==> src/rtl/compl_mul_sched_if.sv <==
// Operand/result bundle between the channel front-ends, the scheduler
// and the shared complex multiplier.
//
// Signals (names as seen from the scheduler):
//   req_valid_i / req_ready_o : per-requester handshake
//   req_{a,b}_{i,q}_i         : packed operands, slice k = requester k
//   mul_{a,b}_{i,q}_o         : registered operands to the multiplier
//   mul_{i,q}_i               : rounded multiplier outputs
//   res_valid_o/res_id_o      : tagged result strobe
//   res_{i,q}_o               : result data
// Modports: slave = scheduler, master = front-ends/multiplier/consumer.
interface compl_mul_sched_if #(
    parameter int N_REQ = 4,
    parameter int DW    = 18,
    parameter int IDW   = $clog2(N_REQ)
) ();
    logic [N_REQ-1:0]    req_valid_i;
    logic [N_REQ-1:0]    req_ready_o;
    logic [N_REQ*DW-1:0] req_a_i_i;
    logic [N_REQ*DW-1:0] req_a_q_i;
    logic [N_REQ*DW-1:0] req_b_i_i;
    logic [N_REQ*DW-1:0] req_b_q_i;
    logic signed [DW-1:0] mul_a_i_o;
    logic signed [DW-1:0] mul_a_q_o;
    logic signed [DW-1:0] mul_b_i_o;
    logic signed [DW-1:0] mul_b_q_o;
    logic signed [DW:0]   mul_i_i;
    logic signed [DW:0]   mul_q_i;
    logic                 res_valid_o;
    logic [IDW-1:0]       res_id_o;
    logic signed [DW:0]   res_i_o;
    logic signed [DW:0]   res_q_o;

    modport slave (
        input  req_valid_i, req_a_i_i, req_a_q_i,
        input  req_b_i_i, req_b_q_i,
        input  mul_i_i, mul_q_i,
        output req_ready_o,
        output mul_a_i_o, mul_a_q_o, mul_b_i_o, mul_b_q_o,
        output res_valid_o, res_id_o, res_i_o, res_q_o
    );

    modport master (
        output req_valid_i, req_a_i_i, req_a_q_i,
        output req_b_i_i, req_b_q_i,
        output mul_i_i, mul_q_i,
        input  req_ready_o,
        input  mul_a_i_o, mul_a_q_o, mul_b_i_o, mul_b_q_o,
        input  res_valid_o, res_id_o, res_i_o, res_q_o
    );
endinterface

==> src/rtl/compl_mul_sched.sv <==
// Round-robin scheduler sharing one pipelined complex multiplier among
// N_REQ requesters, returning each product tagged with its requester ID.
//
// Ports:
//   clk_i      : clock, rising edge
//   srst_i     : synchronous active-high reset
//   en_i       : grant enable (0 stalls new grants, results still drain)
//   bus        : operand handshakes, multiplier link, tagged results
//   inflight_o : accepted products not yet returned
//   busy_o     : inflight_o nonzero
module compl_mul_sched #(
    parameter int N_REQ   = 4,
    parameter int DW      = 18,
    parameter int MUL_LAT = 2,
    parameter int IDW     = $clog2(N_REQ),
    localparam int CW     = $clog2(MUL_LAT + 2)
) (
    input  logic                clk_i,
    input  logic                srst_i,
    input  logic                en_i,
    compl_mul_sched_if.slave    bus,
    output logic [CW-1:0]       inflight_o,
    output logic                busy_o
);

    logic [IDW-1:0]       r_ptr;
    logic signed [DW-1:0] r_a_i;
    logic signed [DW-1:0] r_a_q;
    logic signed [DW-1:0] r_b_i;
    logic signed [DW-1:0] r_b_q;
    logic [MUL_LAT:0]     r_tag_v;
    logic [IDW-1:0]       r_tag_id [MUL_LAT+1];
    logic [CW-1:0]        r_inflight;

    logic                 w_found;
    logic [IDW-1:0]       w_win;
    logic [IDW-1:0]       w_idx;
    logic                 w_accept;
    logic                 w_res_valid;

    // Scan from the pointer, wrapping modulo N_REQ; first valid wins.
    always_comb begin
        int j;
        j       = 0;
        w_found = 1'b0;
        w_win   = '0;
        w_idx   = '0;
        for (int i = 0; i < N_REQ; i++) begin
            j = int'(r_ptr) + i;
            if (j >= N_REQ) begin
                j = j - N_REQ;
            end
            w_idx = IDW'(j);
            if (!w_found && bus.req_valid_i[w_idx]) begin
                w_found = 1'b1;
                w_win   = w_idx;
            end
        end
    end

    assign w_accept    = w_found & en_i & ~srst_i;
    assign w_res_valid = r_tag_v[MUL_LAT];

    assign bus.req_ready_o = w_accept ? (N_REQ'(1) << w_win) : '0;

    always_ff @(posedge clk_i) begin
        if (srst_i) begin
            r_ptr      <= '0;
            r_a_i      <= '0;
            r_a_q      <= '0;
            r_b_i      <= '0;
            r_b_q      <= '0;
            r_tag_v    <= '0;
            r_inflight <= '0;
            for (int k = 0; k <= MUL_LAT; k++) begin
                r_tag_id[k] <= '0;
            end
        end else begin
            if (w_accept) begin
                r_a_i <= bus.req_a_i_i[w_win*DW +: DW];
                r_a_q <= bus.req_a_q_i[w_win*DW +: DW];
                r_b_i <= bus.req_b_i_i[w_win*DW +: DW];
                r_b_q <= bus.req_b_q_i[w_win*DW +: DW];
                r_ptr <= (w_win == IDW'(N_REQ - 1)) ?
                         '0 : w_win + 1'b1;
            end
            // Stage 0 mirrors the operand register; the remaining
            // MUL_LAT stages track the multiplier pipeline.
            r_tag_v     <= {r_tag_v[MUL_LAT-1:0], w_accept};
            r_tag_id[0] <= w_accept ? w_win : '0;
            for (int k = 1; k <= MUL_LAT; k++) begin
                r_tag_id[k] <= r_tag_id[k-1];
            end
            case ({w_accept, w_res_valid})
                2'b10:   r_inflight <= r_inflight + 1'b1;
                2'b01:   r_inflight <= r_inflight - 1'b1;
                default: r_inflight <= r_inflight;
            endcase
        end
    end

    assign bus.mul_a_i_o   = r_a_i;
    assign bus.mul_a_q_o   = r_a_q;
    assign bus.mul_b_i_o   = r_b_i;
    assign bus.mul_b_q_o   = r_b_q;
    assign bus.res_valid_o = w_res_valid;
    assign bus.res_id_o    = r_tag_id[MUL_LAT];
    assign bus.res_i_o     = bus.mul_i_i;
    assign bus.res_q_o     = bus.mul_q_i;
    assign inflight_o      = r_inflight;
    assign busy_o          = |r_inflight;

endmodule

==> src/flat_wrapper.sv <==
// flat-port wrapper written by rule: the top's interface ports become plain ports
module compl_mul_sched_flat 
#(
    parameter int N_REQ   = 4,
    parameter int DW      = 18,
    parameter int MUL_LAT = 2,
    parameter int IDW     = $clog2(N_REQ),
    localparam int CW     = $clog2(MUL_LAT + 2)
)
  (clk_i, srst_i, en_i, inflight_o, busy_o, bus_req_valid_i, bus_req_a_i_i, bus_req_a_q_i, bus_req_b_i_i, bus_req_b_q_i, bus_mul_i_i, bus_mul_q_i, bus_req_ready_o, bus_mul_a_i_o, bus_mul_a_q_o, bus_mul_b_i_o, bus_mul_b_q_o, bus_res_valid_o, bus_res_id_o, bus_res_i_o, bus_res_q_o);
  compl_mul_sched_if #(.N_REQ(N_REQ), .DW(DW), .IDW(IDW)) bus_i ();
  input  logic clk_i;
  input  logic srst_i;
  input  logic en_i;
  output logic [CW-1:0] inflight_o;
  output logic busy_o;
  input wire logic [$bits(bus_i.req_valid_i)-1:0] bus_req_valid_i;
  input wire logic [$bits(bus_i.req_a_i_i)-1:0] bus_req_a_i_i;
  input wire logic [$bits(bus_i.req_a_q_i)-1:0] bus_req_a_q_i;
  input wire logic [$bits(bus_i.req_b_i_i)-1:0] bus_req_b_i_i;
  input wire logic [$bits(bus_i.req_b_q_i)-1:0] bus_req_b_q_i;
  input wire logic [$bits(bus_i.mul_i_i)-1:0] bus_mul_i_i;
  input wire logic [$bits(bus_i.mul_q_i)-1:0] bus_mul_q_i;
  output wire logic [$bits(bus_i.req_ready_o)-1:0] bus_req_ready_o;
  output wire logic [$bits(bus_i.mul_a_i_o)-1:0] bus_mul_a_i_o;
  output wire logic [$bits(bus_i.mul_a_q_o)-1:0] bus_mul_a_q_o;
  output wire logic [$bits(bus_i.mul_b_i_o)-1:0] bus_mul_b_i_o;
  output wire logic [$bits(bus_i.mul_b_q_o)-1:0] bus_mul_b_q_o;
  output wire logic [$bits(bus_i.res_valid_o)-1:0] bus_res_valid_o;
  output wire logic [$bits(bus_i.res_id_o)-1:0] bus_res_id_o;
  output wire logic [$bits(bus_i.res_i_o)-1:0] bus_res_i_o;
  output wire logic [$bits(bus_i.res_q_o)-1:0] bus_res_q_o;
  assign bus_i.req_valid_i = bus_req_valid_i;
  assign bus_i.req_a_i_i = bus_req_a_i_i;
  assign bus_i.req_a_q_i = bus_req_a_q_i;
  assign bus_i.req_b_i_i = bus_req_b_i_i;
  assign bus_i.req_b_q_i = bus_req_b_q_i;
  assign bus_i.mul_i_i = bus_mul_i_i;
  assign bus_i.mul_q_i = bus_mul_q_i;
  assign bus_req_ready_o = bus_i.req_ready_o;
  assign bus_mul_a_i_o = bus_i.mul_a_i_o;
  assign bus_mul_a_q_o = bus_i.mul_a_q_o;
  assign bus_mul_b_i_o = bus_i.mul_b_i_o;
  assign bus_mul_b_q_o = bus_i.mul_b_q_o;
  assign bus_res_valid_o = bus_i.res_valid_o;
  assign bus_res_id_o = bus_i.res_id_o;
  assign bus_res_i_o = bus_i.res_i_o;
  assign bus_res_q_o = bus_i.res_q_o;
  compl_mul_sched #(.N_REQ(N_REQ), .DW(DW), .MUL_LAT(MUL_LAT), .IDW(IDW)) u_core (.clk_i(clk_i), .srst_i(srst_i), .en_i(en_i), .bus(bus_i), .inflight_o(inflight_o), .busy_o(busy_o));
endmodule
==> config.mk <==
export PLATFORM = sky130hd
export DESIGN_NAME = compl_mul_sched_flat
export DESIGN_NICKNAME = d
export VERILOG_FILES = /design/src/rtl/compl_mul_sched_if.sv /design/src/rtl/compl_mul_sched.sv /design/src/flat_wrapper.sv
export SDC_FILE = /design/constraint.sdc
export NUM_CORES = 1
export LEC_CHECK = 0
export CAP_MARGIN = 20
export CORE_AREA = 2 2 177 179
export CTS_CLUSTER_SIZE = 14
export DETAILED_ROUTE_END_ITERATION = 12
export DIE_AREA = 0 0 179 181
export PLACE_DENSITY = 0.48
export SLEW_MARGIN = 20
export SYNTH_ARGS = -nofsm -noshare
export SYNTH_HDL_FRONTEND = slang
export SYNTH_SLANG_ARGS = --single-unit
==> constraint.sdc <==
create_clock -name clk_i -period 1.93 [get_ports clk_i]
set_input_delay 0.386 -clock clk_i [delete_from_list [all_inputs] [get_ports clk_i]]
set_output_delay 0.386 -clock clk_i [all_outputs]
set_load 0.01 [all_outputs]
* Word level (Yosys, flattened, before mapping)
Memory sizes are Yosys's and may differ from the RTL's.
Index checks and enable logic that the tools add are counted.
** Operators by class
- Multiplexer cells :: 30
- Equal/unequal tests :: 3
- Bitwise operators :: 6
- Add/subtract/negate cells :: 10
- Multipliers :: 1
- Div/mod/pow operators :: 0
- $lt $le $gt $ge :: 8
- Shift operators :: 5
- Reductions and logical operators :: 8
** Operator list (number)
- 72-bit by 8-bit variable part select with 18-bit output :: 4
- 2-bit 2-to-1 mux :: 13
- 2-bit by 3-bit less-than comparator with 1-bit output, second input constant :: 4
- 1-bit 2-to-1 mux :: 11
- 2-bit by 1-bit subtractor with 2-bit output, second input constant :: 5
- 3-bit >= comparator, second input constant :: 3
- 1-bit binary-select mux with 2-bit select :: 4
- 2-bit by 2-bit adder with 3-bit output, second input constant :: 2
- 2-bit by 4-bit multiplier with 6-bit output, second input constant :: 1
- 2-bit by 1-bit adder with 2-bit output, second input constant :: 2
- 2-bit equality test, second input constant :: 2
- 4-bit 2-to-1 mux :: 1
- 2-bit one-hot mux with 2 select lines :: 1
- 1-bit by 2-bit << shifter with 4-bit output, first input constant :: 1
- 2-bit by 1-bit adder with 3-bit output, second input constant :: 1
- 2-bit by 3-bit >= comparator with 1-bit output, second input constant :: 1
- 1-bit logical AND :: 3
- 1-bit logical NOT :: 3
- 1-bit OR :: 3
- 1-bit bitwise AND :: 2
- 2-bit by 1-bit equality test with 1-bit output, second input constant :: 1
- 2-bit nonzero test :: 1
- 2-bit OR reduction :: 1
- 1-bit inverter :: 1
** Storage, ports and cells
- RAM bits :: 6
- Bits of input ports :: 333
- Output and inout port bits :: 120
- Latch bits :: 0
- Logic and storage cells :: 79
- Bits in read-only memories :: 0
- Flip-flop bits (word level) :: 79
- Memories kept :: 1
** Memories
- u_core.r_tag_id :: words 3, width 2, read ports 3, clocked after Yosys merged registers in 0, write ports 3, line compl_mul_sched.sv:32 : logic [IDW-1:0] r_tag_id [MUL_LAT+1];

* Logic depth before layout (Yosys ltp)
Gate-level depths: netlist of run 1.
- Depth in word-level cells :: 18
- Gate-level depth with buffers :: 8
- Mapped depth without buffers :: 7

* Least setup slack after synthesis of run 1
No wires, ideal clock.
- Kind :: input -> output
- Start point :: input port bus_req_valid_i[0]
- End point :: output port bus_req_ready_o[1]
- Stages on the path :: 8
- Path slack :: -0.006 ns
- Buffers on the path :: 2
- Arrival :: 1.550 ns
- Required time :: 1.544 ns
- Cells stage by stage :: a21o_1 > a21oi_1 > o22a_2 > buf_6 > buf_6 > inv_1 > ha_1 > and2_1
** On the way
- Elaborated cells on any way between the ends :: 26
- Those cells by class :: 1 x shift; 17 x mux; 2 x bitwise; 6 x reduce/logical
** RTL lines
- start, declared :: line flat_wrapper.sv:17 : input wire logic [$bits(bus_i.req_valid_i)-1:0] bus_req_valid_i;
- 1-bit binary-select mux with 2-bit select :: line compl_mul_sched.sv:54 : if (!w_found && bus.req_valid_i[w_idx]) begin
- 1-bit 2-to-1 mux (implied by the code) :: line compl_mul_sched.sv:54
- 1-bit 2-to-1 mux :: line compl_mul_sched.sv:54
- 1-bit logical NOT :: line compl_mul_sched.sv:54
- 1-bit logical AND :: line compl_mul_sched.sv:54
- 1-bit 2-to-1 mux :: line compl_mul_sched.sv:54
- 1-bit logical NOT :: line compl_mul_sched.sv:54
- 1-bit logical AND :: line compl_mul_sched.sv:54
- 1-bit 2-to-1 mux :: line compl_mul_sched.sv:54
- 1-bit logical NOT :: line compl_mul_sched.sv:54
- 1-bit logical AND :: line compl_mul_sched.sv:54
- 2-bit 2-to-1 mux * :: line compl_mul_sched.sv:54
- net u_core.w_win[1] :: line compl_mul_sched.sv:36 : logic [IDW-1:0] w_win;
- 1-bit by 2-bit << shifter with 4-bit output * :: line compl_mul_sched.sv:64 : assign bus.req_ready_o = w_accept ? (N_REQ'(1) << w_win) : '0;
- 4-bit 2-to-1 mux * :: line compl_mul_sched.sv:64
- end, declared :: line flat_wrapper.sv:24 : output wire logic [$bits(bus_i.req_ready_o)-1:0] bus_req_ready_o;
The timed path passes the listed nets; every way through them passes the cells marked *. The select of a mux whose other input is x is not followed.

* Final worst setup path of run 1
- Start point :: register u_core.r_ptr[0]
- End point :: output port bus_req_ready_o[2]
** On the way
- Elaborated cells on any way between the ends :: 41
- Those cells by class :: 7 x add/sub; 4 x order compare; 1 x shift; 21 x mux; 2 x bitwise; 6 x reduce/logical
** RTL lines
- start, declared :: line compl_mul_sched.sv:26 : logic [IDW-1:0] r_ptr;
- start signal, assigned :: line compl_mul_sched.sv:84 : r_ptr <= (w_win == IDW'(N_REQ - 1)) ?
- branches (longest 13 deep; another with 2-bit by 1-bit adder with 3-bit output)
- 2-bit 2-to-1 mux * :: line compl_mul_sched.sv:54
- net u_core.w_win[0] :: line compl_mul_sched.sv:36
- 1-bit by 2-bit << shifter with 4-bit output * :: line compl_mul_sched.sv:64
- 4-bit 2-to-1 mux * :: line compl_mul_sched.sv:64
Mark *: on every way through the listed nets, which the timed path passes. The select of a mux whose other input is x is not followed.

==> key figures, run 1 <==
Worst hold path
  – Hold Path End: u_core.r_tag_v[1]
  – Worst min-delay path class: register to register
  – Min-Delay Path Depth: 1
  – Min-Delay Startpoint: u_core.r_tag_v[0]

Timing
  – Period minus WS final: 2.11 ns
  – Total Neg Setup Slack: -0.690 ns
  – Slew HR: 83.7%
  – Worst Max-Slew Pin Slew: 0.238 ns
  – Max-slew violations: 0
  – Fmax: 474 MHz
  – Worst setup margin: -0.180 ns
  – Period utilization: 109%
  – RSZ-0062 raised after global routing: yes
  – Final hold violation count: 0
  – Final count of negative-setup-slack endpoints: 6
  – Worst clock skew: 0.00589 ns

Detailed routing
  – Wire length per cell: 17.5 um
  – DRT Wirelength: 22000 um
  – Pre-antenna DRT Iters: 4
  – DRT iter0 DRCs: 112
  – Via density: 4.10
  – Post-route DRC: 0
  – DR vias: 5151
  – Post-route ant nets: 0

Clock network
  – Clock sinks: 85
  – Clock latency on the worst-skew pair: 0.34 ns
  – CTS tree: yes
  – TritonCTS Buffers: 9
  – Root Buffer: clkbuf_16
  – H-tree level count: 3
  – Maximum root-to-sink buffer count: 2
  – Clock transition at the registers of the reported paths: 0.07 ns

Logic synthesis
  – Synth warn: 0
  – Cell Area, Synth: 5100 um^2
  – Top FF cell, synth: dfxtp_1
  – Gate Count Post-Synth: 501
  – Yosys cell types: 31
  – Asr flop ratio synth: 0%
  – Synthesized flop and latch total: 85
  – Mapped Nets: 839
  – Mapped Avg Cell Area: 10.2 um^2
  – Seq/Total Area, Yosys: 33.3%
  – Post-synth EDFFs: 0

Final layout
  – Area growth syn-to-layout: 89.6%
  – Antenna diodes: 0
  – # fillers: 3130
  – Fin nets: 1193
  – Layout Cells excl Fill: 1256
  – Share of layout cells above drive strength 1: 13.5%
  – Commonest non-fill, non-tap cell in the layout: clkdlybuf4s50_1
  – Most frequent cells in the layout: clkdlybuf4s50_1 (366), mux2i_1 (142), dfxtp_1 (83)

GRT
  – Remaining global-route overflow: 0
  – Initial antenna violation count: 0
  – Global-route wire length before repair: 30900 um
  – Largest net degree at the start of global routing: 38
  – Gr usage total: 12.7%
  – Vias in the first global route: 5314

Critical path
  – CP max FO: 4
  – Worst r2r src: u_core.r_ptr[1]
  – Req. time, crit path: 1.54 ns
  – Worst Setup Start Kind: register
  – CP startpoint: u_core.r_ptr[0]
  – Crit path DAT: 1.72 ns
  – R2r worst-path depth: 7
  – CP Class: register to primary output
  – R2R setup slack: -0.05 ns
  – Reg-to-reg endpoint: u_core.bus.mul_a_i_o[13]
  – Crit end category: primary output

Place
  – Routability cong.: 0.738
  – Placed cell count: 1229
  – IO Port Bufs: 376
  – Setup WS pre-CTS: -0.856 ns
  – DP HPWL: 17100 um

Floorplanning
  – # rows: 64
  – Die area: 32400 um^2
  – Initial Util: 16.8%
  – Die X: 179 um
  – Die H: 181 um
  – I/O Pins: 453
  – Core area: 30300 um^2

Run status
  – Outcome: complete, but fails checks
  – Failing checks: setup timing

Flow run
  – Max_cap viols: 0

Pwr
  – PD cells: 699 nW/um^2
  – Pleak: 3.64 nW
  – Max VDD drop: 462 uV
-- final cells by class --
class	count	area (um^2)	area share, %
clock inverter	7	73.8	0.763
clock buffer	9	225	2.33
sequential	85	1710	17.7
timing repair buffer	422	4240	43.8
inverter	7	31.3	0.323
tap	396	495	5.12
multi-input combinational	330	2900	30.0
-- cells in the mapped netlist (5+ instances only) --
master    instances  area [um^2]
o221ai_1         52          455
mux2i_1         144         1440
buf_2            12         60.1
buf_6            15          169
clkbuf_1          8         30.0
o221ai_2         20          300
buf_4            43          323
inv_1             6         22.5
nor2b_1           7         43.8
dfxtp_1          85         1700
ha_1              5         62.6
nand2_1          75          282
-- worst max-delay path by stage --
stage	endpoint	slack, ns	depth (start not counted)
global route	bus_req_ready_o[2]	-0.25	8
global placement	u_core.bus.mul_a_i_o[4]	-0.85	9
finish	bus_req_ready_o[2]	-0.18	8
detailed placement	u_core.bus.mul_a_i_o[4]	-0.86	9
CTS	bus_req_ready_o[2]	-0.17	8
floorplan	bus_req_ready_o[1]	0.01	8
-- registers in the layout, indices dropped and copies added (netlist names) --
| register | cells |
|---|---|
| u_core.r_ptr | 2 |
| u_core.r_tag_id | 6 |
| u_core.inflight_o | 2 |
| u_core.bus.mul_b_q_o | 18 |
| u_core.bus.mul_a_q_o | 18 |
| u_core.r_tag_v | 3 |
| u_core.bus.mul_b_i_o | 18 |
| u_core.bus.mul_a_i_o | 18 |
-- power breakdown --
part / switching (mW) / total, mW / internal, mW
clock: 0.852 / 1.87 / 1.01
combinational: 1.09 / 2.73 / 1.65
sequential: 0.148 / 2.16 / 2.01
total: 2.09 / 6.76 / 4.67
-- metrics by stage --
| step | hold slack (ns) | util [%] | instance area, um^2 | power (mW) |
|---|---|---|---|---|
| after detailed placement | 0.422 | 30.1 | 9150 | 4.84 |
| after CTS | 0.437 | 31.6 | 9600 | 6.88 |
| final | 0.434 | 31.9 | 9680 | 6.76 |
| after floorplan | 0.414 | - | 5110 | 3.48 |
| after global routing | 0.450 | 31.9 | 9680 | 7.15 |
| after global placement | 0.416 | 30.1 | 9150 | 4.85 |
-- layer usage --
| metal | wire length [um] | part of all wire (%) | track usage [%] |
|---|---|---|---|
| met1 | 7960 | 36 | 12.8 |
| met2 | 11200 | 51 | 23.7 |
| met3 | 2150 | 9.8 | 4.61 |
| met4 | 622 | 2.8 | 4.59 |
| met5 | 0 | 0 | 0 |
-- worst max-delay path, cell delays in order (launching register included) --
cell and delay, ns:
dfxtp_4 0.38, nand2b_4 0.14, a21oi_4 0.06, a211oi_4 0.19
buf_6 0.14, inv_4 0.04, ha_2 0.16, and2_1 0.14
buf_2 0.13
-- cell families (layout without fill, tap and decap cells) --
kind of cell,after synthesis,after routing,share of synthesized area [%]
mux,144,144,28.2
flops,85,85,33.3
buf+inv,86,445,12.2
fa+ha+maj,5,5,1.23
simple gates,97,97,8.21
compound gates,82,82,16.4
xor+xnor,2,2,0.343
-- what timing repair did --
| item | 4_1_cts | 5_1_grt |
|---|---|---|
| buffers inserted | 7 | 3 |
| hold buffers | 0 | 0 |
| gates cloned | 0 | 1 |
| pin swaps | 6 | 4 |
| endpoints found under the setup margin | 78 | 73 |
| gates resized for setup | 52 | 12 |
Power figures use the tool's default switching activity.
==> inputs of run 2 (changes only) <==
--- a/config.mk
+++ b/config.mk
@@ -6,11 +6,12 @@
 export NUM_CORES = 1
 export LEC_CHECK = 0
 export CAP_MARGIN = 20
-export CORE_AREA = 2 2 177 179
+export CORE_AREA = 2 2 176 178
 export CTS_CLUSTER_SIZE = 14
 export DETAILED_ROUTE_END_ITERATION = 12
-export DIE_AREA = 0 0 179 181
-export PLACE_DENSITY = 0.48
+export DIE_AREA = 0 0 178 180
+export DONT_BUFFER_PORTS = 1
+export PLACE_DENSITY = 0.3
 export SLEW_MARGIN = 20
 export SYNTH_ARGS = -nofsm -noshare
 export SYNTH_HDL_FRONTEND = slang
==> key figures, run 2 (same netlist as run 1, synthesis figures left out) <==
Run status
  – Outcome: complete, but fails checks
  – Failing checks: setup timing

Final layout
  – Share of layout cells above drive strength 1: 25.6%
  – # fillers: 3248
  – Most frequent cells in the layout: mux2i_1 (142), dfxtp_1 (84), nand2_1 (75)
  – Final core occ: 20.4%
  – Layout Cells excl Fill: 873
  – Commonest non-fill, non-tap cell in the layout: mux2i_1
  – Area growth syn-to-layout: 20.8%
  – Finished Cell Area: 6170 um^2
  – Fin nets: 809

Timing
  – Fmax: 485 MHz
  – Final hold violation count: 0
  – Worst setup margin: -0.131 ns
  – Max-slew violations: 0
  – Period minus WS final: 2.06 ns
  – Worst Max-Slew Pin Slew: 0.564 ns
  – Worst clock skew: 0.0134 ns
  – Final count of negative-setup-slack endpoints: 77
  – RSZ-0062 raised after global routing: yes
  – Slew HR: 62.4%
  – Period utilization: 107%

Pwr
  – Clk pwr share: 30.5%
  – Switch share: 33.7%
  – Internal Power: 3.80 mW
  – Comb power frac: 28.9%
  – Sequential Power Share: 40.6%
  – Max VDD drop: 302 uV
  – Switching pwr: 1.93 mW
  – Pleak: 2.23 nW
  – PD cells: 928 nW/um^2

Flow run
  – Max_cap viols: 0

Clock network
  – Clock transition at the registers of the reported paths: 0.07 ns
  – Clock sinks: 85
  – H-tree level count: 3
  – # hold bufs at CTS: 0
  – CTS tree: yes
  – Root Buffer: clkbuf_16
  – TritonCTS Buffers: 9
  – Clock latency on the worst-skew pair: 0.36 ns
  – Maximum root-to-sink buffer count: 2

Detailed routing
  – Post-route DRC: 0
  – DRT Wirelength: 18000 um
  – Post-route ant nets: 0
  – Via density: 4.40
  – DRT iter0 DRCs: 94
  – DR vias: 3842
  – Wire length per cell: 20.6 um
  – Pre-antenna DRT Iters: 4

Floorplanning
  – Die X: 178 um
  – # rows: 64
  – Core area: 30200 um^2
  – Initial Util: 16.9%
  – Die area: 32000 um^2
  – Die H: 180 um
  – I/O Pins: 453

Worst hold path
  – Worst min-delay path class: input pin to register

GRT
  – Largest net degree at the start of global routing: 73
  – Gr usage total: 9.89%
  – Remaining global-route overflow: 0
  – Initial antenna violation count: 1
  – Global-route wire length before repair: 23800 um
  – Vias in the first global route: 3971

Critical path
  – Worst Setup Start Kind: register
  – Crit end category: primary output
  – CP max FO: 4
  – Crit path DAT: 1.68 ns
  – CP Class: register to primary output
  – Req. time, crit path: 1.54 ns

Place
  – DP HPWL: 12500 um
  – Routability cong.: 0.770
  – IO Port Bufs: 0
  – Placed cell count: 837
  – DP Area: 5260 um^2
-- run 2: changes by cell type in the layout (fill, tap and decap cells not counted), moves of 3 or more --
| cell | delta |
|---|---|
| buf_16 | +4 |
| buf_2 | -3 |
| buf_4 | -18 |
| clkbuf_16 | +4 |
| clkdlybuf4s50_1 | -366 |
| dlygate4sd2_1 | -3 |
| inv_1 | +3 |
| o221ai_1 | -25 |
| o221ai_2 | +25 |
-- run 2: final cells by class --
cell class / count / area [um^2] / share of cell area (%)
clock buffers: 12 / 256 / 4.16
repair buffers: 38 / 596 / 9.66
diodes: 1 / 2.50 / 0.0406
clock inverters: 4 / 32.5 / 0.527
inverters: 7 / 31.3 / 0.507
multi-input cells: 330 / 3050 / 49.5
well taps: 396 / 495 / 8.03
flip-flops and latches: 85 / 1700 / 27.6
-- run 2: stage by stage --
step / power, mW / setup WS, ns / hold slack [ns] / setup TNS [ns]
floorplan: 3.48 / 0.0101 / 0.414 / 0
global placement: 3.66 / -0.278 / 0.418 / -1.01
detailed placement: 3.68 / -0.290 / 0.426 / -1.40
CTS: 5.65 / -0.159 / 0.0720 / -2.73
global route: 6.07 / -0.207 / 0.0622 / -11.96
finish: 5.72 / -0.131 / 0.0999 / -5.73
-- run 2: routing by layer --
metal | track usage [%] | wire length (um) | vias to the layer above
met4 | 4.98 | 478 | 0
met3 | 2.56 | 1360 | 43
met2 | 17.4 | 9310 | 231
met1 | 10.9 | 6860 | 1811
li1 | - | - | 1757
met5 | 0 | 0 | -
-- run 2: what timing repair did --
| action | in CTS | in global routing |
|---|---|---|
| gates cloned | 2 | 6 |
| endpoints found under the setup margin | 5 | 77 |
| pin swaps | 6 | 1 |
| setup buffers | 7 | 4 |
| resized for setup | 28 | 30 |
-- run 2: worst paths after layout --
path                              start                 endpoint  slack (ns)  cells past startpoint
setup / recovery        u_core.r_ptr[0]       bus_req_ready_o[1]       -0.13                      7
hold / removal                   srst_i        u_core.r_tag_v[2]         0.1                      1
setup reg to reg        u_core.r_ptr[0]  u_core.bus.mul_a_i_o[6]       -0.13                     12
hold reg to reg   u_core.r_tag_id[0][0]    u_core.r_tag_id[0][2]        0.44                      1
-- run 2: power groups by stage --
stage                     Sequential [mW]  Combinational, mW  Clock [mW]
after CTS                            2.33               1.48        1.84
after global placement               2.38               1.28           0
final                                2.33               1.65        1.74
after global routing                 2.36               1.80        1.92
after detailed placement             2.37               1.31           0
after floorplan                      2.29               1.19           0
-- run 2: critical path: stages (launching register included) --
cell and delay, ns:
dfxtp_2 0.33, nand2b_4 0.12, buf_6 0.09, a21oi_4 0.05, a211oi_4 0.28, buf_4 0.19
ha_4 0.12, and2_4 0.14
==> inputs of run 3 (changes only) <==
--- a/config.mk
+++ b/config.mk
@@ -6,10 +6,10 @@
 export NUM_CORES = 1
 export LEC_CHECK = 0
 export CAP_MARGIN = 20
-export CORE_AREA = 2 2 176 178
+export CORE_AREA = 2 2 174 176
 export CTS_CLUSTER_SIZE = 14
 export DETAILED_ROUTE_END_ITERATION = 12
-export DIE_AREA = 0 0 178 180
+export DIE_AREA = 0 0 176 178
 export DONT_BUFFER_PORTS = 1
 export PLACE_DENSITY = 0.3
 export SLEW_MARGIN = 20
==> key figures, run 3 (same netlist as run 1, synthesis figures left out) <==
Final layout
  – Finished Cell Area: 5660 um^2
  – Fin nets: 790
  – Final core occ: 19.2%
  – Area growth syn-to-layout: 10.8%
  – Antenna diodes: 0
  – # fillers: 3219
  – Share of layout cells above drive strength 1: 17.3%
  – Multi-input gate area: 2860 um^2
  – Commonest non-fill, non-tap cell in the layout: mux2i_1
  – Most frequent cells in the layout: mux2i_1 (140), dfxtp_1 (84), nand2_1 (75)
  – FF/Latch Area: 1700 um^2

Run status
  – Failing checks: setup timing
  – Outcome: complete, but fails checks

Detailed routing
  – Via density: 4.35
  – DR vias: 3684
  – Post-route ant nets: 0
  – Wire length per cell: 19.0 um
  – Pre-antenna DRT Iters: 4
  – Post-route DRC: 0
  – DRT Wirelength: 16100 um
  – DRT iter0 DRCs: 174

Timing
  – Slew HR: 67.2%
  – Worst clock skew: 0.00790 ns
  – Period utilization: 105%
  – Worst setup margin: -0.0893 ns
  – Final hold violation count: 0
  – Worst Max-Slew Pin Slew: 0.492 ns
  – Fmax: 495 MHz
  – Period minus WS final: 2.02 ns
  – RSZ-0062 raised after global routing: yes
  – Final count of negative-setup-slack endpoints: 5
  – Max-slew violations: 0

GRT
  – Initial antenna violation count: 0
  – Vias in the first global route: 3720
  – Remaining global-route overflow: 0
  – Largest net degree at the start of global routing: 68
  – Gr usage total: 9.51%
  – Global-route wire length before repair: 22600 um

Clock network
  – Clock sinks: 85
  – Root Buffer: clkbuf_16
  – # hold bufs at CTS: 0
  – CTS tree: yes
  – Maximum root-to-sink buffer count: 2
  – Clock latency on the worst-skew pair: 0.34 ns
  – TritonCTS Buffers: 9
  – Clock transition at the registers of the reported paths: 0.07 ns
  – H-tree level count: 3

Worst hold path
  – Worst min-delay path class: input pin to register
  – Min-Delay Path Depth: 1

Critical path
  – CP max FO: 4
  – Crit end category: primary output
  – Req. time, crit path: 1.54 ns
  – Worst Setup Start Kind: register
  – CP Class: register to primary output
  – Crit path DAT: 1.63 ns
  – R2r worst-path depth: 7

Place
  – IO Port Bufs: 0
  – DP HPWL: 12200 um
  – Setup WS pre-CTS: -0.163 ns
  – DP Area: 5250 um^2
  – Routability cong.: 0.706

Pwr
  – Max VDD drop: 384 uV
  – Pleak: 2.04 nW
  – PD cells: 973 nW/um^2

Floorplanning
  – Initial Util: 17.4%
  – Core area: 29400 um^2
  – I/O Pins: 453
  – Die X: 176 um
  – # rows: 63
  – Die area: 31300 um^2
  – Die H: 178 um

Flow run
  – Max_cap viols: 0
==> run 3: changes by cell type in the layout (fill, tap and decap cells not counted), moves of 2 or more <==
cell | previous run | this run
o221ai_1 | 27 | 52
o221ai_2 | 45 | 20
buf_4 | 16 | 9
clkbuf_16 | 14 | 9
buf_6 | 4 | 1
ha_4 | 3 | 0
buf_16 | 5 | 3
ha_2 | 0 | 2
mux2i_1 | 142 | 140
mux2i_2 | 2 | 4
==> run 3: area by class of cell <==
type                    count  share of cell area (%)
well taps                 390                    8.62
repair buffers             19                    4.98
multi-input cells         330                    50.5
clock buffers              11                    4.29
inverters                   7                   0.464
clock inverters             5                    1.06
flip-flops and latches     85                    30.1
==> run 3: stage by stage <==
step	power (mW)	TNS, ns	std cells	hold WS, ns
3_5_place_dp	3.68	-2.53	829	0.423
3_3_place_gp	3.65	-1.29	829	0.423
2_1_floorplan	3.48	0	501	0.414
4_1_cts	5.68	-0.749	847	0.0813
5_1_grt	5.84	-1.28	847	0.0804
6_report	5.51	-0.344	847	0.109
==> run 3: report_power, final <==
group,internal [mW],switching (mW),total (mW)
sequential,2.01,0.309,2.32
combinational,0.661,0.691,1.35
clock,1.04,0.787,1.83
total,3.72,1.79,5.51
==> run 3: worst paths after layout <==
path | from | to | slack [ns]
setup / recovery | u_core.r_ptr[0] | bus_req_ready_o[2] | -0.09
hold / removal | srst_i | u_core.r_tag_v[2] | 0.11
setup reg to reg | u_core.r_ptr[0] | u_core.bus.mul_a_i_o[8] | -0.05
hold reg to reg | u_core.r_tag_id[0][1] | u_core.r_tag_id[0][3] | 0.43
==> run 3: layer usage <==
layer / GRT usage [%] / vias to the layer above / wire [um]
met5: 0 / - / 0
met1: 9.92 / 1703 / 5470
met2: 17.7 / 240 / 8810
met4: 4.17 / 0 / 439
li1: - / 1710 / -
met3: 2.75 / 31 / 1390
==> run 3: critical path, cell delays in order (launching register included) <==
cell	delay (ns)
dfxtp_2	0.33
nand2b_4	0.12
buf_6	0.09
a21oi_4	0.06
a211oi_4	0.27
inv_2	0.09
ha_2	0.19
and2_4	0.15
==> run 3: what timing repair did <==
item | in CTS | in global routing
pin swaps | 2 | 3
resized for setup | 14 | 7
endpoints found under the hold margin | 0 | 0
setup buffers | 1 | 1
gates cloned | 1 | 0
endpoints found under the setup margin | 19 | 52
